### src/rtl/uart_cmd_rx.sv
// uart_cmd_rx: 8N1 UART receiver feeding a packet parser that holds one checked
// command for the life engine behind a valid/ready handshake.
//
// Packet (7 bytes): 0xA5 | OPC | A0 | A1 | A2 | A3 | CHK
//   cmd      = OPC[2:0]      (OPC[7:3] must be zero)
//   cmd_arg0 = {A3,A2,A1,A0}
//   CHK      = OPC ^ A0 ^ A1 ^ A2 ^ A3
//
// Handshake: cmd/cmd_arg0 are valid while cmd_valid=1 and stay stable until a
// transfer, which happens on a clk edge where cmd_valid & cmd_ready are both 1.
// cmd_valid is 0 the cycle after a transfer and never drops otherwise (except on
// reset). cmd_ready may be high before cmd_valid rises. cmd/cmd_arg0 keep their
// value after the transfer.

module uart_cmd_rx #(
  parameter int CLKS_PER_BIT = 434
) (
  input  logic        clk,
  input  logic        reset,
  input  logic        rx,
  output logic [2:0]  cmd,
  output logic [31:0] cmd_arg0,
  output logic        cmd_valid,
  input  logic        cmd_ready,
  output logic        frame_err,
  output logic        overrun,
  output logic [2:0]  rx_state_dbg,
  output logic [2:0]  parse_state_dbg
);

  localparam int CW   = $clog2(CLKS_PER_BIT);
  localparam int HALF = CLKS_PER_BIT / 2;
  localparam logic [CW-1:0] CNT_HALF_LAST = CW'(HALF - 1);
  localparam logic [CW-1:0] CNT_BIT_LAST  = CW'(CLKS_PER_BIT - 1);
  localparam logic [7:0]    SYNC_BYTE     = 8'hA5;

  typedef enum logic [2:0] {
    RX_IDLE  = 3'd0,
    RX_START = 3'd1,
    RX_DATA  = 3'd2,
    RX_STOP  = 3'd3,
    RX_BREAK = 3'd4   // bad stop bit seen; wait for the line to return high
  } rx_state_t;

  typedef enum logic [2:0] {
    P_HUNT = 3'd0,
    P_OPC  = 3'd1,
    P_ARG  = 3'd2,
    P_CHK  = 3'd3,
    P_HOLD = 3'd4
  } p_state_t;

  // ---------------------------------------------------------------------------
  // Input synchronizer and edge detection
  // ---------------------------------------------------------------------------
  logic rx_meta_q;
  logic rx_s_q;
  logic rx_prev_q;
  logic rx_fall_d;

  // Two-flop synchronizer for the asynchronous line, plus a delayed copy for edges.
  always_ff @(posedge clk or posedge reset) begin
    if (reset) begin
      rx_meta_q <= 1'b1;
      rx_s_q    <= 1'b1;
      rx_prev_q <= 1'b1;
    end else begin
      rx_meta_q <= rx;
      rx_s_q    <= rx_meta_q;
      rx_prev_q <= rx_s_q;
    end
  end

  // Only a genuine high-to-low transition starts a byte; a line stuck low does not.
  assign rx_fall_d = rx_prev_q & ~rx_s_q;

  // ---------------------------------------------------------------------------
  // Serial receiver
  // ---------------------------------------------------------------------------
  rx_state_t     rx_state_q;
  logic [CW-1:0] cnt_q;
  logic [2:0]    bit_idx_q;
  logic [7:0]    shift_q;
  logic [7:0]    byte_q;
  logic          byte_stb_q;
  logic          rx_ferr_q;

  // Receiver FSM: mid-bit sampling, LSB first, one-cycle byte strobe on a good stop bit.
  always_ff @(posedge clk or posedge reset) begin
    if (reset) begin
      rx_state_q <= RX_IDLE;
      cnt_q      <= '0;
      bit_idx_q  <= '0;
      shift_q    <= '0;
      byte_q     <= '0;
      byte_stb_q <= 1'b0;
      rx_ferr_q  <= 1'b0;
    end else begin
      byte_stb_q <= 1'b0;
      rx_ferr_q  <= 1'b0;
      case (rx_state_q)
        RX_IDLE: begin
          cnt_q <= '0;
          if (rx_fall_d) begin
            rx_state_q <= RX_START;
          end
        end
        RX_START: begin
          if (cnt_q == CNT_HALF_LAST) begin
            cnt_q     <= '0;
            bit_idx_q <= '0;
            // A start bit that is no longer low at mid-bit was a glitch.
            rx_state_q <= rx_s_q ? RX_IDLE : RX_DATA;
          end else begin
            cnt_q <= cnt_q + 1'b1;
          end
        end
        RX_DATA: begin
          if (cnt_q == CNT_BIT_LAST) begin
            cnt_q   <= '0;
            shift_q <= {rx_s_q, shift_q[7:1]};
            if (bit_idx_q == 3'd7) begin
              rx_state_q <= RX_STOP;
            end else begin
              bit_idx_q <= bit_idx_q + 1'b1;
            end
          end else begin
            cnt_q <= cnt_q + 1'b1;
          end
        end
        RX_STOP: begin
          if (cnt_q == CNT_BIT_LAST) begin
            cnt_q <= '0;
            if (rx_s_q) begin
              byte_q     <= shift_q;
              byte_stb_q <= 1'b1;
              rx_state_q <= RX_IDLE;
            end else begin
              rx_ferr_q  <= 1'b1;
              rx_state_q <= RX_BREAK;
            end
          end else begin
            cnt_q <= cnt_q + 1'b1;
          end
        end
        RX_BREAK: begin
          cnt_q <= '0;
          if (rx_s_q) begin
            rx_state_q <= RX_IDLE;
          end
        end
        default: begin
          rx_state_q <= RX_IDLE;
          cnt_q      <= '0;
        end
      endcase
    end
  end

  // ---------------------------------------------------------------------------
  // Packet parser and command holding register
  // ---------------------------------------------------------------------------
  p_state_t    p_state_q;
  logic [1:0]  arg_idx_q;
  logic [7:0]  opc_q;
  logic [7:0]  chk_q;
  logic [31:0] arg_acc_q;
  logic [2:0]  cmd_q;
  logic [31:0] cmd_arg0_q;
  logic        cmd_valid_q;
  logic        frame_err_q;
  logic        overrun_q;

  // Parser FSM: assembles the packet, validates it, and holds it until it is taken.
  always_ff @(posedge clk or posedge reset) begin
    if (reset) begin
      p_state_q   <= P_HUNT;
      arg_idx_q   <= '0;
      opc_q       <= '0;
      chk_q       <= '0;
      arg_acc_q   <= '0;
      cmd_q       <= '0;
      cmd_arg0_q  <= '0;
      cmd_valid_q <= 1'b0;
      frame_err_q <= 1'b0;
      overrun_q   <= 1'b0;
    end else begin
      // Receiver stop-bit errors and parser errors never coincide in one cycle.
      frame_err_q <= rx_ferr_q;
      overrun_q   <= 1'b0;
      case (p_state_q)
        P_HUNT: begin
          if (byte_stb_q && (byte_q == SYNC_BYTE)) begin
            p_state_q <= P_OPC;
          end
        end
        P_OPC: begin
          if (byte_stb_q) begin
            // A bad opcode is stored anyway and rejected with the checksum.
            opc_q     <= byte_q;
            chk_q     <= byte_q;
            arg_idx_q <= '0;
            p_state_q <= P_ARG;
          end
        end
        P_ARG: begin
          if (byte_stb_q) begin
            arg_acc_q[{arg_idx_q, 3'b000} +: 8] <= byte_q;
            chk_q <= chk_q ^ byte_q;
            if (arg_idx_q == 2'd3) begin
              p_state_q <= P_CHK;
            end else begin
              arg_idx_q <= arg_idx_q + 1'b1;
            end
          end
        end
        P_CHK: begin
          if (byte_stb_q) begin
            if ((byte_q != chk_q) || (opc_q[7:3] != 5'd0)) begin
              frame_err_q <= 1'b1;
              p_state_q   <= P_HUNT;
            end else begin
              cmd_q       <= opc_q[2:0];
              cmd_arg0_q  <= arg_acc_q;
              cmd_valid_q <= 1'b1;
              p_state_q   <= P_HOLD;
            end
          end
        end
        P_HOLD: begin
          // Bytes arriving while a command is held are lost, including in the
          // transfer cycle; the held command itself is never disturbed.
          if (byte_stb_q) begin
            overrun_q <= 1'b1;
          end
          if (cmd_valid_q && cmd_ready) begin
            cmd_valid_q <= 1'b0;
            p_state_q   <= P_HUNT;
          end
        end
        default: begin
          p_state_q <= P_HUNT;
        end
      endcase
      // A framing error abandons a partial packet but never a held command.
      if (rx_ferr_q && (p_state_q != P_HOLD)) begin
        p_state_q <= P_HUNT;
      end
    end
  end

  assign cmd             = cmd_q;
  assign cmd_arg0        = cmd_arg0_q;
  assign cmd_valid       = cmd_valid_q;
  assign frame_err       = frame_err_q;
  assign overrun         = overrun_q;
  assign rx_state_dbg    = rx_state_q;
  assign parse_state_dbg = p_state_q;

endmodule
### config.mk
export PLATFORM = sky130hd
export DESIGN_NAME = uart_cmd_rx
export DESIGN_NICKNAME = d
export VERILOG_FILES = /design/src/rtl/uart_cmd_rx.sv
export SDC_FILE = /design/constraint.sdc
export NUM_CORES = 1
export LEC_CHECK = 0
export CELL_PAD_IN_SITES_DETAIL_PLACEMENT = 0
export CELL_PAD_IN_SITES_GLOBAL_PLACEMENT = 1
export CORE_ASPECT_RATIO = 1.25
export CORE_UTILIZATION = 30
export CTS_CLUSTER_DIAMETER = 50
export DETAILED_ROUTE_END_ITERATION = 10
export PLACE_DENSITY_LB_ADDON = 0.1
export REMOVE_ABC_BUFFERS = 1
export SLEW_MARGIN = 30
export SYNTH_ARGS = -nofsm -noshare
export SYNTH_HDL_FRONTEND = slang
export SYNTH_SLANG_ARGS = --single-unit
### constraint.sdc
create_clock -name clk -period 6.2 [get_ports clk]
set_clock_uncertainty 0.2 [all_clocks]
set_input_delay 1.86 -clock clk [delete_from_list [all_inputs] [get_ports clk]]
set_output_delay 1.86 -clock clk [all_outputs]
set_load 0.05 [all_outputs]
==> Yosys cells after proc, flatten, opt, wreduce, memory -nomap -nowiden <==
Cells that the tools add are included.
{ "totals": {"out_inout_bits": 44, "ff_bits": 127, "wordCells": 134} }
{ "op_classes": {"bitwise": 4, "muxes": 48, "n_shift": 2, "eq_ne": 34, "reduce_logical": 22, "add_sub_neg": 4} }
{ "ops": {"columns": ["cell", "count"], "rows": [
  ["$mux W3", 18],
  ["$bwmux W32", 1],
  ["$shift A8 B7 Y32 const A", 1],
  ["$shiftx A8 B7 Y32", 1],
  ["$pmux W3 S5", 2],
  ["$ne A2 B2 Y1 const B", 13],
  ["$ne A3 B3 Y1 const B", 7],
  ["$mux W9", 2],
  ["$pmux W9 S2", 1],
  ["$mux W8", 2],
  ["$pmux W8 S2", 1],
  ["$mux W1", 14],
  ["$eq A3 B2 Y1 const B", 4],
  ["$reduce_and A4 Y1", 3],
  ["$reduce_and A6 Y1", 2],
  ["$add A9 B1 Y9 const B", 1],
  ["$eq A3 B3 Y1 const B", 3],
  ["$eq A9 B8 Y1 const B", 1],
  ["$eq A9 B9 Y1 const B", 1],
  ["$reduce_and A3 Y1", 3],
  ["$eq A8 B8 Y1 const B", 1],
  ["$mux W2", 4],
  ["$ne A8 B8 Y1", 1],
  ["$xor A8 B8 Y8", 1],
  ["other kinds (17)", 26]
]} }

==> Logic depth before layout (Yosys ltp) <==
Gate-level depths: netlist of the first run.
{ "logic_depth": {"word_depth": 6, "depth_mapped": 6, "mapped_depth_nobuf": 6} }

==> Worst setup path after synthesis of the first run <==
No wires, ideal clock.
{ "synth_timing": {"kind": "reg2out", "startpoint": "reg rx_state_q[1], in the netlist rx_state_dbg[1]", "endpoint": "out rx_state_dbg[1]", "slack_ns": 3.463, "path_buffers": 0, "path_stages_with_launch": 1, "required_time_ns": 4.140, "t_arrival_ns": 0.677, "cell_sequence": "dfrtp_1"} }
{ "synth_lines": {"columns": ["item", "line_no", "source"], "rows": [
  ["start, declared", "80", "rx_state_t rx_state_q;"],
  ["start signal, assigned", "113", "rx_state_q <= rx_s_q ? RX_IDLE : RX_DATA;"],
  ["end, declared", "27", "output logic [2:0] rx_state_dbg,"]
]} }
No word-level cell between the ends.

==> Worst setup path after layout of the first run <==
{ "layout_timing": {"startpoint": "reg p_state_q[1], in the netlist parse_state_dbg[1]", "endpoint": "out parse_state_dbg[1]"} }
{ "layout_lines": {"columns": ["item", "line_no", "source"], "rows": [
  ["start, declared", "163", "p_state_t p_state_q;"],
  ["start signal, assigned", "177", "p_state_q <= P_HUNT;"],
  ["start signal, assigned", "194", "p_state_q <= P_OPC;"],
  ["start signal, assigned", "203", "p_state_q <= P_ARG;"],
  ["end, declared", "28", "output logic [2:0] parse_state_dbg"]
]} }
No word-level cell between the ends.

==> results of run 1 <==
-- layer usage --
metal / wire length (um) / up-vias
li1: - / 1766
met1: 5240 / 1783
met2: 6100 / 78
met3: 462 / 21
met4: 215 / 0
met5: 0 / -
-- synthesized netlist by cell type, drive strengths merged, types with 3 or more instances --
cell type,count
a21oi,10
a31oi,8
buf,3
clkbuf,19
dfrtp,124
dfstp,3
ha,11
inv,7
mux2,60
nand2,77
nand3,5
nand4,4
nand4b,3
nor2,34
nor2b,4
nor3,4
nor3b,5
o21ai,35
o22ai,8
o31ai,3
xor2,15
-- cells in the final DEF (no fill, tap or decap), types with 2 or more instances in the layout --
cell type	netlist	layout
nand3b_1	2	2
o31ai_1	3	3
inv_1	7	6
ha_1	11	11
mux2_2	32	32
a31oi_1	8	8
a22o_1	2	2
nor2_2	2	2
nor3b_2	0	2
clkbuf_16	0	17
clkdlybuf4s50_1	0	47
a21oi_1	10	10
or3_1	2	2
clkinv_2	0	4
dfrtp_1	124	124
xor2_1	15	15
nand4b_1	3	3
o22ai_1	8	8
nor3b_1	5	3
nand4_1	3	3
dfstp_2	3	3
buf_4	0	3
nor3_1	4	4
nor2_1	32	32
nand2b_1	2	2
mux2_4	28	28
xnor2_1	2	2
o21ai_0	35	35
bufinv_16	0	4
clkbuf_8	0	3
nand3_1	5	5
clkinvlp_4	0	3
nand2_1	77	77
nor2b_1	4	4
-- how the worst max path moves through the flow --
stage	slack (ps)	start	cells past startpoint	end
finish	2080	parse_state_dbg[1]$_DFFE_PP0P_	1	parse_state_dbg[1]
CTS	2060	parse_state_dbg[1]$_DFFE_PP0P_	1	parse_state_dbg[1]
detailed placement	2490	reset	3	rx_meta_q$_DFF_PP1_
global placement	2510	reset	3	rx_meta_q$_DFF_PP1_
floorplan	760	reset	1	arg_acc_q[0]$_DFFE_PP0P_
global route	2000	parse_state_dbg[1]$_DFFE_PP0P_	1	parse_state_dbg[1]
-- kinds of logic after synthesis --
kind of cell / share of synthesized area
adders and majority gates: 0.0245
AOI/OAI and AO/OA: 0.0789
muxes: 0.141
and+or+nand+nor: 0.139
buffers and inverters: 0.0234
DFF: 0.567
xor gates and xnor gates: 0.0265
-- power by group --
part           internal [mW]  switching [mW]
Combinational         0.0396          0.0521
Sequential             0.857          0.0449
Clock                  0.699           0.355
Total                   1.60           0.452
-- final cells by class --
cell class	instances	area share
Clock buffer	20	0.0673
Multi-Input combinational cell	321	0.334
Clock inverter	11	0.0235
Tap cell	228	0.0411
Inverter	7	0.00451
Timing Repair Buffer	50	0.0711
Sequential cell	127	0.459
-- flip-flops by register name, indices dropped and copies added (netlist names) --
register         flops
chk_q                8
arg_acc_q           32
cmd                  3
cmd_arg0            32
rx_s_q               1
cnt_q                9
rx_meta_q            1
parse_state_dbg      3
arg_idx_q            2
frame_err            1
bit_idx_q            3
overrun              1
opc_q                8
rx_ferr_q            1
shift_q              8
rx_prev_q            1
byte_stb_q           1
byte_q               8
rx_state_dbg         3
cmd_valid            1
-- metrics by stage --
step / hold slack [ps] / instances / instance area, um^2 / utilization
after floorplan: 145 / 455 / 5510 / -
after global placement: 147 / 733 / 6290 / 0.345
after detailed placement: 154 / 733 / 6290 / 0.345
after CTS: 160 / 764 / 6920 / 0.379
after global routing: 163 / 764 / 6930 / 0.380
final: 162 / 764 / 6930 / 0.380
==> metrics.yaml, run 1 <==
synth_warnings: 0
vias_per_cell: 4.77
ant_nets: 0
top_usage_layer: "met2"
synth_top_area_cell: "dfrtp_1"
core_area_um2: 18200
p_leak_nw: 3.16
crit_fanout: 19
ios: 48
postCtsSetupBuffers: 0
totalWireLength_um: 12000
routabilityCongestion: 0.796
start_kind: "flip-flop"
setup_viol_count_final: 0
htreeDepth: 4
wl_per_cell_um: 15.7
crit_required_ps: 4140
root_buffer: "clkbuf_16"
drive_gt1_frac: 0.203
fmax_mhz: 243
worst_pin_slew_ps: 907
synth_edf_count: 0
grt_pass1_vias: 3870
min_to: "rx_s_q$_DFF_PP1_"
status: "finished clean"
timing.rr.end: "cmd[2]$_DFFE_PP0P_"
grtUsageTotal: 0.137
reg2reg_from: "parse_state_dbg[1]$_DFFE_PP0P_"
worstSkewPairLatency_ps: 410
path_buf_inv: 1
rsz0062_at_grt: "no"
maxCapViolations: 0
slowest_delay_ps: 920
power_density_nw_per_um2: 295
maxSlewViolCount: 0
antenna_found_initial: 0
maxSlewHeadroom: 0.395
grt_pass1_wl_um: 20600
ctsResizeCount: 0
hold_depth: 0
area_delta_synth_final_pct: 23.5
met2_usage: 0.230
netlist_area_um2: 5620
overflow: 0
drc: 0
use_met3: 0.0406
hp-class: "reg -> reg"
avgSynthCellArea_um2: 11.8
crit_type: "reg -> out"
die_x_um: 124
fin_crit_sh: 0.665
crit_chain: "clkdlybuf4s50_1"
tritoncts: "done"
peakVddDrop_uv: 154
first_pass_iters: 4
hold_start: "rx_meta_q$_DFF_PP1_"
initial_core_util: 0.308
port-buffer-count: 47
tns_ps: 0
fin_ws_ps: 2080
slowest_stage: "clkdlybuf4s50_1"
ctsHoldBuffers: 0
yosysTopAreaCellShare: 0.553
ys_ff_latch: 127
rows: 55
cts.sinks: 127
period_minus_slack_ps: 4120
cpLargestDelayFamily: "buffers and inverters"
die-area_um2: 19300
ys_async_sr_fraction: 1.00
reg2reg_depth: 4
fill_cells: 1774
final-seq-area_um2: 3180
path_clk_slew_ps: 50
synthCells: 477
crit_arrival_ps: 2060
dp_hpwl_um: 7930
end_kind: "primary output"
routed-via-count: 3648
r2r_slack_ps: 3270
use_met1: 0.164
synthFlopType: "dfrtp_1"
preCtsSetupSlack_ps: 2490
drt_iter0_markers: 183
synth_cell_type_count: 54
fin_nets: 539
final-hold-violation-count: 0
cts_inserted_buffers: 17
yosysSeqAreaShare: 0.567
finalPower_mw: 2.05
die_y_um: 155
multiInputGateArea_um2: 2310
cts.path.max_buffers: 2
grt_max_degree: 71
yosys-top-cells-area: "dfrtp_1 (55%), mux2_4 (7.5%), mux2_2 (6.4%)"
diodes: 0
No activity file was read; power rests on OpenSTA's default activity.
==> inputs of run 2 (changes only) <==
- clock period: 6.2 -> 3.4 ns (I/O delays scaled with it)
==> run 2 against run 1 <==
Count of clock-buffer cells in the layout is 3 higher. Highest routed layer unchanged. Sequential power grew 83%. Core utilization rose by 0.56 points. Critical path type unchanged. Largest cell class unchanged.
==> metrics.yaml, run 2 (same netlist as run 1, synthesis figures left out) <==
finish.utilization: 0.386  # was 0.380
rsz0062_at_grt: "no"  # unchanged
end_kind: "primary output"  # unchanged
ant_nets: 0  # unchanged
rows: 55  # unchanged
ctsHoldBuffers: 0  # unchanged
maxSlewHeadroom: 0.374  # was 0.395
dp_hpwl_um: 7990  # was 7930 um
hp-class: "reg -> reg"  # unchanged
crit_fanout: 10  # was 19
peakVddDrop_uv: 387  # was 154 uV
totalWireLength_um: 12100  # was 12000 um
crit_required_ps: 2180  # was 4140 ps
htreeDepth: 4  # unchanged
cts.path.max_buffers: 2  # unchanged
fill_cells: 1752  # was 1774
preCtsSetupSlack_ps: 847  # was 2490 ps
postLayoutCellArea_um2: 7040  # was 6930 um^2
port-buffer-count: 47  # unchanged
drc: 0  # unchanged
p_leak_nw: 3.22  # was 3.16 nW
stdcell_count: 772  # was 764
cp-endpoint: "rx_state_dbg[0]"  # was parse_state_dbg[1]
overflow: 0  # unchanged
wl_per_cell_um: 15.7  # about the same
reg2reg_from: "cnt_q[1]$_DFF_PP0_"  # was parse_state_dbg[1]$_DFFE_PP0P_
grt_max_degree: 59  # was 71
final_cell_mix: "dfrtp_1 (124), nand2_1 (77), clkdlybuf4s50_1 (47), o21ai_0 (35)"  # unchanged
path_buf_inv: 1  # unchanged
vias_per_cell: 4.69  # was 4.77
start_kind: "flip-flop"  # unchanged
first_pass_iters: 4  # unchanged
cp-startpoint: "rx_state_dbg[0]$_DFFE_PP0P_"  # was parse_state_dbg[1]$_DFFE_PP0P_
placed_area_um2: 6370  # was 6290 um^2
cpLargestDelayFamily: "buffers and inverters"  # unchanged
final-hold-violation-count: 0  # unchanged
crit_cells: 1  # unchanged
area_delta_synth_final_pct: 25.3  # was 23.5%
slowest_stage: "clkdlybuf4s50_1"  # unchanged
tritoncts: "done"  # unchanged
crit_arrival_ps: 1780  # was 2060 ps
initial_core_util: 0.308  # unchanged
setup_viol_count_final: 0  # unchanged
ios: 48  # unchanged
die_x_um: 124  # unchanged
placed_cells: 740  # was 733
fin_crit_sh: 0.884
die-area_um2: 19300  # unchanged
root_buffer: "clkbuf_16"  # unchanged
routed-via-count: 3622  # was 3648
path_clk_slew_ps: 60  # was 50 ps
layout_commonest_cell: "dfrtp_1"  # unchanged
routabilityCongestion: 0.773  # was 0.796
r2r_slack_ps: 930  # was 3270 ps
power_density_nw_per_um2: 549  # was 295 nW/um^2
worstSkewPairLatency_ps: 420  # was 410 ps
grt_pass1_wl_um: 20500  # was 20600 um
cts.sinks: 127  # unchanged
period_minus_slack_ps: 3000
crit_type: "reg -> out"  # unchanged
drt_iter0_markers: 216  # was 183
drive_gt1_frac: 0.208  # was 0.203
finalPower_mw: 3.86  # was 2.05 mW
cts_inserted_buffers: 17  # unchanged
tns_ps: 0  # unchanged
diodes: 0  # unchanged
maxCapViolations: 0  # unchanged
grtUsageTotal: 0.137  # about the same
fin_nets: 546  # was 539
timing.rr.end: "bit_idx_q[0]$_DFFE_PP0P_"  # was cmd[2]$_DFFE_PP0P_
fin_ws_ps: 395  # was 2080 ps
fmax_mhz: 333
maxSlewViolCount: 0  # unchanged
status: "finished clean"  # unchanged
die_y_um: 155  # unchanged
worst_pin_slew_ps: 932  # was 907 ps
slowest_delay_ps: 870  # was 920 ps
reg2reg_depth: 6  # was 4
antenna_found_initial: 0  # unchanged
core_area_um2: 18200  # unchanged
hold_ws_ps: 156  # was 162 ps
grt_pass1_vias: 3833  # was 3870
crit_chain: "clkdlybuf4s50_1"  # unchanged
ctsResizeCount: 0  # unchanged
postCtsSetupBuffers: 0  # unchanged
==> run 2: cell type report <==
cell class,count,area [um^2],share of cell area
clock buffers,23,488,0.0694
clock inverters,9,179,0.0254
flip-flops and latches,127,3180,0.452
multi-input cells,321,2300,0.327
well taps,228,285,0.0405
repair buffers,57,571,0.0811
inverters,7,28.8,0.00409
==> run 2: how the worst min path moves through the flow <==
stage / from / end / cells after the start
after floorplan: rx_meta_q$_DFF_PP1_ / rx_s_q$_DFF_PP1_ / 0
after global routing: rx_meta_q$_DFF_PP1_ / rx_s_q$_DFF_PP1_ / 0
after global placement: rx_meta_q$_DFF_PP1_ / rx_s_q$_DFF_PP1_ / 0
after detailed placement: rx_meta_q$_DFF_PP1_ / rx_s_q$_DFF_PP1_ / 0
final: rx_meta_q$_DFF_PP1_ / rx_s_q$_DFF_PP1_ / 0
after CTS: rx_meta_q$_DFF_PP1_ / rx_s_q$_DFF_PP1_ / 0
==> run 2: routing by layer <==
layer | share of wire | up-vias | GRT usage
met3 | 0.028 | 18 | 0.0303
met2 | 0.50 | 56 | 0.233
met1 | 0.45 | 1777 | 0.166
li1 | - | 1771 | -
met4 | 0.019 | 0 | 0.0620
met5 | 0 | - | 0
==> run 2: power breakdown <==
group | internal, mW | total (mW) | switching, mW
sequential | 1.56 | 1.65 | 0.0835
clock | 1.38 | 2.04 | 0.660
combinational | 0.0765 | 0.175 | 0.0983
total | 3.02 | 3.86 | 0.842
==> inputs of run 3 (changes only) <==
- GPL_TIMING_DRIVEN: unset -> 0
- SKIP_LAST_GASP: unset -> 1
==> run 3 against run 2 <==
Global-route usage decreased by 0.65 points. Worst setup slack got worse by 310 ps. Combinational power decreased by 2%. Fmax decreased by 9.3%. Clock power decreased by 8%. Power decreased by 4.4%. Die area unchanged. First-iteration DRC count decreased by 1.4%. Hold slack got worse by 2.2 ps. Routed wire length decreased by 3.9%. Largest power group unchanged.
==> metrics.yaml, run 3 (same netlist as run 1, synthesis figures left out) <==
maxCapViolations: 0  # unchanged
postCtsSetupBuffers: 0  # unchanged
vias_per_cell: 4.73  # was 4.69
status: "finished clean"  # unchanged
fin_nets: 537  # was 546
grt_max_degree: 79  # was 59
die_y_um: 155  # unchanged
antenna_found_initial: 0  # unchanged
maxSlewHeadroom: 0.394  # was 0.374
final_cell_mix: "dfrtp_1 (124), nand2_1 (77), clkdlybuf4s50_1 (47), o21ai_0 (35)"  # unchanged
cts.sinks: 127  # unchanged
totalWireLength_um: 11600  # was 12100 um
peakVddDrop_uv: 302  # was 387 uV
reg2reg_depth: 4  # was 6
slowest_stage: "clkdlybuf4s50_1"  # unchanged
layout_commonest_cell: "dfrtp_1"  # unchanged
final-hold-violation-count: 0  # unchanged
routed-via-count: 3607  # was 3622
worst_pin_slew_ps: 902  # was 932 ps
root_buffer: "clkbuf_16"  # unchanged
ant_nets: 0  # unchanged
cts.path.max_buffers: 2  # unchanged
die-area_um2: 19300  # unchanged
maxSlewViolCount: 0  # unchanged
path_buf_inv: 1  # unchanged
path_clk_slew_ps: 50  # was 60 ps
slowest_delay_ps: 930  # was 870 ps
fin_crit_sh: 0.974  # was 0.884
cp-startpoint: "parse_state_dbg[1]$_DFFE_PP0P_"  # was rx_state_dbg[0]$_DFFE_PP0P_
hp-class: "reg -> reg"  # unchanged
finish.utilization: 0.380  # was 0.386
die_x_um: 124  # unchanged
crit_cells: 1  # unchanged
fmax_mhz: 302  # was 333 MHz
tns_ps: 0  # unchanged
drive_gt1_frac: 0.200  # was 0.208
ctsResizeCount: 0  # unchanged
period_minus_slack_ps: 3310  # was 3000 ps
postLayoutCellArea_um2: 6930  # was 7040 um^2
initial_core_util: 0.308  # unchanged
crit_arrival_ps: 2090  # was 1780 ps
reg2reg_from: "parse_state_dbg[1]$_DFFE_PP0P_"  # was cnt_q[1]$_DFF_PP0_
first_pass_iters: 4  # unchanged
start_kind: "flip-flop"  # unchanged
crit_type: "reg -> out"  # unchanged
port-buffer-count: 47  # unchanged
dp_hpwl_um: 7460  # was 7990 um
p_leak_nw: 3.16  # was 3.22 nW
diodes: 0  # unchanged
grtUsageTotal: 0.131  # was 0.137
area_delta_synth_final_pct: 23.4  # was 25.3%
tritoncts: "done"  # unchanged
cp-endpoint: "parse_state_dbg[1]"  # was rx_state_dbg[0]
rows: 55  # unchanged
end_kind: "primary output"  # unchanged
htreeDepth: 4  # unchanged
timing.rr.end: "cmd_arg0[24]$_DFFE_PP0P_"  # was bit_idx_q[0]$_DFFE_PP0P_
stdcell_count: 763  # was 772
hold_depth: 0  # unchanged
grt_pass1_vias: 3652  # was 3833
placed_cells: 731  # was 740
grt_pass1_wl_um: 19600  # was 20500 um
cpLargestDelayFamily: "buffers and inverters"  # unchanged
crit_required_ps: 2180  # about the same
rsz0062_at_grt: "no"  # unchanged
worstSkewPairLatency_ps: 410  # was 420 ps
ios: 48  # unchanged
overflow: 0  # unchanged
drc: 0  # unchanged
wl_per_cell_um: 15.2  # was 15.7 um
drt_iter0_markers: 213  # was 216
r2r_slack_ps: 450  # was 930 ps
setup_viol_count_final: 0  # unchanged
power_density_nw_per_um2: 533  # was 549 nW/um^2
finalPower_mw: 3.69  # was 3.86 mW
ctsHoldBuffers: 0  # unchanged
routabilityCongestion: 0.761  # was 0.773
crit_fanout: 19  # was 10
placed_area_um2: 6300  # was 6370 um^2
cts_inserted_buffers: 17  # unchanged
crit_chain: "clkdlybuf4s50_1"  # unchanged
core_area_um2: 18200  # unchanged
==> run 3: metal layers <==
metal,global-route usage,part of all wire,vias up
li1,-,-,1755
met1,0.162,0.47,1792
met2,0.215,0.50,48
met3,0.0289,0.022,12
met4,0.0654,0.015,0
met5,0,0,-
==> run 3: through the flow <==
step / setup slack, ps / hold WS, ps
2_1_floorplan: -1200 / 145
3_3_place_gp: -3180 / 146
3_5_place_dp: 416 / 147
4_1_cts: 30.7 / 156
5_1_grt: 5.28 / 158
6_report: 88.8 / 154
==> run 3: final cells by class <==
type                            count  area, um^2
Timing Repair Buffer               48         498
Clock buffer                       22         484
Multi-Input combinational cell    321        2310
Sequential cell                   127        3180
Clock inverter                     10         134
Tap cell                          228         285
Inverter                            7        33.8
Fill cell                        1775       11300
==> run 3: worst min-delay path by stage <==
stage / from / endpoint
after detailed placement: rx_meta_q$_DFF_PP1_ / rx_s_q$_DFF_PP1_
final: rx_meta_q$_DFF_PP1_ / rx_s_q$_DFF_PP1_
after global routing: rx_meta_q$_DFF_PP1_ / rx_s_q$_DFF_PP1_
after floorplan: rx_meta_q$_DFF_PP1_ / rx_s_q$_DFF_PP1_
after CTS: rx_meta_q$_DFF_PP1_ / rx_s_q$_DFF_PP1_
after global placement: rx_meta_q$_DFF_PP1_ / rx_s_q$_DFF_PP1_
==> run 3: power by group <==
part | switching, mW | total [mW] | internal [mW] | leakage, nW
registers | 0.0775 | 1.64 | 1.56 | 1.75
clock network | 0.655 | 1.88 | 1.23 | 0.302
logic | 0.0965 | 0.171 | 0.0744 | 1.11
total | 0.829 | 3.69 | 2.86 | 3.16
